<file path="config.mk">
export PLATFORM = sky130hd
export DESIGN_NAME = pal_cfg_loader
export DESIGN_NICKNAME = d
export VERILOG_FILES = /design/src/rtl/pal_pkg.sv /design/src/rtl/pal_crc8.sv /design/src/rtl/pal_cfg_loader.sv
export SDC_FILE = /design/constraint.sdc
export NUM_CORES = 1
export LEC_CHECK = 0
export BUFFER_PORTS_ARGS = -buffer_cell sky130_fd_sc_hd__clkbuf_2
export CORE_MARGIN = 5
export CORE_UTILIZATION = 59
export DETAILED_ROUTE_END_ITERATION = 8
export GPL_TIMING_DRIVEN = 0
export PLACE_DENSITY = 0.79
export SLEW_MARGIN = 10
export SYNTH_ARGS = -nofsm -noshare
export SYNTH_HDL_FRONTEND = slang
export SYNTH_SLANG_ARGS = --single-unit
</file>
<file path="constraint.sdc">
create_clock -name clk -period 2.4 [get_ports clk]
set_input_delay 0.24 -clock clk [delete_from_list [all_inputs] [get_ports clk]]
set_output_delay 0.24 -clock clk [all_outputs]
set_load 0.05 [all_outputs]
</file>
<file path="src/rtl/pal_pkg.sv">
// pal_pkg: shared FSM states, default chain sizing and CRC-8 step for the PAL configuration loader.
package pal_pkg;

   typedef enum logic [2:0] {IDLE, FETCH, SHIFT, CRC, DONE, ERR} state_t;

   localparam int PAL_N = 8;
   localparam int PAL_M = 5;
   localparam int PAL_P = 11;

   function automatic int pal_cfg_bits(input int n, input int m, input int p);
      return 2 * n * p + p * m;
   endfunction

   localparam int PAL_CFG_BITS = pal_cfg_bits(PAL_N, PAL_M, PAL_P);

   // MSB-first CRC-8 over one byte, no reflection
   function automatic logic [7:0] crc8_next(input logic [7:0] crc, input logic [7:0] data,
                                            input logic [7:0] poly);
      logic [7:0] c;
      c = crc ^ data;
      for (int i = 0; i < 8; i++) c = c[7] ? ((c << 1) ^ poly) : (c << 1);
      return c;
   endfunction

endpackage

</file>
<file path="src/rtl/pal_crc8.sv">
// pal_crc8: byte-wide CRC-8 register with synchronous clear (priority) and update enable.
module pal_crc8 import pal_pkg::*; #(
   parameter logic [7:0] POLY = 8'h07
) (
   input  logic       clk,
   input  logic       res_n,
   input  logic       clr,
   input  logic       en,
   input  logic [7:0] data,
   output logic [7:0] crc
);

   logic [7:0] crc_q, crc_d;

   always_comb crc_d = clr ? 8'h00 : en ? crc8_next(crc_q, data, POLY) : crc_q;

   always_ff @(posedge clk or negedge res_n)
      if (!res_n) crc_q <= 8'h00;
      else        crc_q <= crc_d;

   assign crc = crc_q;

endmodule

</file>
<file path="src/rtl/pal_cfg_loader.sv">
// pal_cfg_loader: streams a CRC-protected byte image MSB-first into a PAL configuration chain.
module pal_cfg_loader import pal_pkg::*; #(
   parameter int         CFG_BITS = PAL_CFG_BITS,
   parameter logic [7:0] CRC_POLY = 8'h07
) (
   input  logic       clk,
   input  logic       res_n,
   input  logic       start,
   input  logic [7:0] byte_data,
   input  logic       byte_valid,
   output logic       byte_ready,
   output logic       cfg_bit,
   output logic       cfg_en,
   output logic       busy,
   output logic       cfg_ok,
   output logic       cfg_err
);

   localparam int            CW   = $clog2(CFG_BITS + 1);
   localparam logic [CW-1:0] LAST = CW'(CFG_BITS);

   state_t        state_q, state_d;
   logic [CW-1:0] cnt_q, cnt_d, cnt_inc;
   logic [2:0]    bp_q, bp_d;
   logic [7:0]    byte_q, byte_d, crc;
   logic          ok_q, ok_d, err_q, err_d;
   logic          xfer, load, byte_end, crc_match, crc_xfer;

   assign xfer      = byte_valid & byte_ready;
   assign load      = (state_q == FETCH) & xfer & ~start;
   assign crc_xfer  = (state_q == CRC) & xfer;
   assign cnt_inc   = cnt_q + 1'b1;
   // a byte ends after 8 bits, or early when the chain is full (truncated last byte)
   assign byte_end  = (bp_q == 3'd7) | (cnt_inc == LAST);
   assign crc_match = byte_data == crc;

   pal_crc8 #(.POLY(CRC_POLY)) u_crc (
      .clk  (clk),
      .res_n(res_n),
      .clr  (start),
      .en   (load),
      .data (byte_data),
      .crc  (crc)
   );

   always_ff @(posedge clk or negedge res_n)
      if (!res_n) state_q <= IDLE;
      else        state_q <= state_d;

   always_comb
      state_d = start                            ? FETCH
              : (state_q == FETCH && xfer)       ? SHIFT
              : (state_q == SHIFT && byte_end)   ? ((cnt_inc < LAST) ? FETCH : CRC)
              : (state_q == CRC && xfer)         ? (crc_match ? DONE : ERR)
              : state_q;

   always_comb begin
      cnt_d  = start ? '0 : (state_q == SHIFT) ? cnt_inc : cnt_q;
      bp_d   = (start | load) ? 3'd0 : (state_q == SHIFT) ? bp_q + 3'd1 : bp_q;
      byte_d = load ? byte_data : (state_q == SHIFT) ? {byte_q[6:0], 1'b0} : byte_q;
      ok_d   = ~start & (ok_q | (crc_xfer & crc_match));
      err_d  = ~start & (err_q | (crc_xfer & ~crc_match));
   end

   always_ff @(posedge clk or negedge res_n)
      if (!res_n) begin
         cnt_q  <= '0;
         bp_q   <= 3'd0;
         byte_q <= 8'h00;
         ok_q   <= 1'b0;
         err_q  <= 1'b0;
      end else begin
         cnt_q  <= cnt_d;
         bp_q   <= bp_d;
         byte_q <= byte_d;
         ok_q   <= ok_d;
         err_q  <= err_d;
      end

   always_comb begin
      byte_ready = (state_q == FETCH) | (state_q == CRC);
      cfg_en     = state_q == SHIFT;
      cfg_bit    = cfg_en & byte_q[7];
      busy       = byte_ready | cfg_en;
      cfg_ok     = ok_q;
      cfg_err    = err_q;
   end

endmodule

</file>
==> results.sh <==
export IMPL_status="finished clean"
export IMPL_combinationalPowerShare_pct=36.4
export IMPL_cts_setup_buffers=0
export IMPL_yosysWarnings=0
export IMPL_start_util_pct=60.4
export IMPL_crit_required_ns=2.16
export IMPL_hold_viol=0
export IMPL_grt_use_total_pct=20.2
export IMPL_core_um2=3280
export IMPL_hold_buffers=1
export IMPL_grt_pass1_vias=1529
export IMPL_die_w_um=68.0
export IMPL_gp_congestion=0.847
export IMPL_start_kind="flop"
export IMPL_clk_pin_slew_ns=0.10
export IMPL_dp_cells=271
export IMPL_p_switching_mw=0.534
export IMPL_finalClockSkew_ns=0.00963
export IMPL_antenna_found_initial=0
export IMPL_tightest_slew_ns=0.796
export IMPL_cts_tree="built"
export IMPL_h_tree_depth=2
export IMPL_drive_above_1_share_pct=16.7
export IMPL_clkPwrFrac_pct=18.0
export IMPL_fill_cells=273
export IMPL_grt_max_degree=33
export IMPL_nNetsFinal=252
export IMPL_fp_dieH_um=68.0
export IMPL_avgRoutedWirePerCell_um=14.3
export IMPL_rsz0062_at_grt="no"
export IMPL_postRouteAntennaNets=0
export IMPL_slew_headroom_pct=46.9
export IMPL_min_path_cells=3
export IMPL_area_growth_pct=9.77
export IMPL_via_per_inst=5.66
export IMPL_cts_resized=0
export IMPL_synth_fp_nets=228
export IMPL_met3_usage_pct=6.24
export IMPL_ir_drop_mv=0.591
export IMPL_fin_crit_ns=2.16
export IMPL_cts_root_buf="clkbuf_4"
export IMPL_std_cell_rows=21
export IMPL_multi_input_area_um2=1090
export IMPL_use_met1_pct=24.2
export IMPL_final_util_pct=66.3
export IMPL_regArea_um2=801
export IMPL_drt_pass1_iterations=4
export IMPL_setup_viol=0
export IMPL_yosysSeqAreaShare_pct=40.4
export IMPL_swShare_pct=34.3
export IMPL_arrival_ns=1.92
export IMPL_cts_buffer_depth=2
export IMPL_intPower_mw=1.02
export IMPL_numCtsBuffers=5
export IMPL_reg2reg_setup_slack_ns=0.53
export IMPL_whs_ns=0.151
export IMPL_power_density_nw_per_um2=716
export IMPL_vias=1578
export IMPL_synth_distinct_cells=46
export IMPL_drc_errors=0
export IMPL_cap_violations=0
export IMPL_max_freq_mhz=463
export IMPL_place_hpwl_mm=2.84
export IMPL_io_pins=18
export IMPL_dieArea_um2=4620
export IMPL_grt_busiest_layer="met2"
export IMPL_synth_edf_count=0
export IMPL_fin_ws_ns=0.242
export IMPL_drv_slew=0
export IMPL_postSynth_asyncResetShare_pct=100
export IMPL_first_iter_violations=128
export IMPL_n_antenna_cell=0
export IMPL_final_cells=279
export IMPL_r2r_cells=7
export IMPL_clock_latency_ns=0.33
export IMPL_crit_fanout=10
export IMPL_syn_mean_instance_area_um2=9.49
export IMPL_grt_overflow=0
export IMPL_final_period_utilization_pct=89.9
export IMPL_grt_util_met2_pct=33.2
export IMPL_sequentialPowerShare_pct=45.6
export IMPL_crit_type="reg2out"
export IMPL_synthFlopType="dfrtp_1"
export IMPL_critPathCaptureType="output pin"
export IMPL_pre_cts_ws_ns=0.553
export IMPL_grt_pass1_wl_mm=6.80
export IMPL_syn_cell_area_um2=1980
export IMPL_port_buffers=16
export IMPL_fin_setup_tns_ns=0
export IMPL_leakage_nw=1.03
export IMPL_synth_seq_cells=32
export IMPL_hold_class="in2reg"
export IMPL_cts_sinks=32
export IMPL_synth_cells=209
export IMPL_finalWirelength_mm=3.98
-- kinds of logic (layout without fill, tap and decap cells) --
family / count (synthesis) / count (layout) / synth area share [%]
xor+xnor: 28 / 28 / 14.6
buf+inv: 18 / 42 / 4.79
flops: 32 / 32 / 40.4
compound gates: 47 / 47 / 16.0
fa+ha+maj: 7 / 7 / 4.41
simple gates: 77 / 77 / 19.9
-- cells in the mapped netlist (6+ instances only) --
| master | number | share of area, % |
|---|---|---|
| dfrtp_1 | 32 | 40 |
| nand2_1 | 25 | 4.7 |
| nor2_1 | 18 | 3.4 |
| a21oi_1 | 16 | 4.0 |
| xnor2_1 | 14 | 6.2 |
| xor2_1 | 10 | 4.4 |
| a21o_1 | 7 | 2.6 |
| buf_2 | 7 | 1.8 |
| ha_1 | 7 | 4.4 |
| nand3_1 | 7 | 1.8 |
| a22o_1 | 6 | 2.6 |
| inv_1 | 6 | 1.1 |
-- cells in the final DEF (no fill, tap or decap), types with 3 or more instances in the layout --
cell,synthesis,routed
a21o_1,7,7
a21oi_1,16,16
a22o_1,6,6
a31oi_1,3,3
buf_2,7,7
clkbuf_1,2,3
clkbuf_2,0,16
clkbuf_4,0,5
dfrtp_1,32,32
ha_1,7,7
inv_1,6,6
nand2_1,25,25
nand3_1,7,7
nand4_1,3,3
nor2_1,18,18
nor3_1,3,3
o21ai_0,4,4
or3_1,3,3
xnor2_1,14,14
xor2_1,10,10
-- final cells by class --
class                   instances  share of cell area [%]
inverters                       6                    1.03
repair buffers                 17                    4.14
clock buffers                   6                    1.90
plain buffers                  12                    3.33
flip-flops and latches         32                    36.8
well taps                      46                    2.64
clock inverters                 1                   0.230
multi-input cells             159                    50.0
-- metrics by stage --
stage                     cell area (µm²)  power (mW)
after floorplan                      1980        1.18
after global placement               2120        1.28
after detailed placement             2120        1.29
after CTS                            2180        1.58
after global routing                 2180        1.68
final                                2180        1.56
-- final timing paths --
kind,startpoint,end
worst max-delay path,state_q[2],cfg_bit
max in group asynchronous,res_n,u_crc.crc[0]
min in group asynchronous,res_n,byte_q[3]
worst min register to register,byte_q[1],byte_q[1]
worst max register to register,cnt_q[0],state_q[1]
worst min-delay path,byte_data[0],byte_q[0]
-- registers in the layout, summed over array words and instances (netlist names) --
| register | cells |
|---|---|
| byte_q | 8 |
| cnt_q | 8 |
| u_crc.crc | 8 |
| bp_q | 3 |
| state_q | 3 |
| cfg_err | 1 |
| cfg_ok | 1 |
-- power groups by stage --
stage / Clock, mW / Sequential [mW] / Combinational (mW)
6_report: 0.281 / 0.711 / 0.568
5_1_grt: 0.323 / 0.725 / 0.627
4_1_cts: 0.294 / 0.710 / 0.575
3_5_place_dp: 0 / 0.720 / 0.570
3_3_place_gp: 0 / 0.716 / 0.562
2_1_floorplan: 0 / 0.707 / 0.471
-- layer usage --
layer,vias up,share of wire [%]
met1,761,44
met2,32,49
li1,775,-
met4,0,2.0
met5,-,0
met3,10,4.5
-- worst max-delay path, cell delays in order (launching register included) --
cell	delay, ns
dfrtp_1	0.48
nor2_1	0.16
nand2_2	0.15
inv_1	0.15
buf_2	0.23
and2_1	0.15
clkbuf_2	0.27
(Power assumes the default switching activity.)
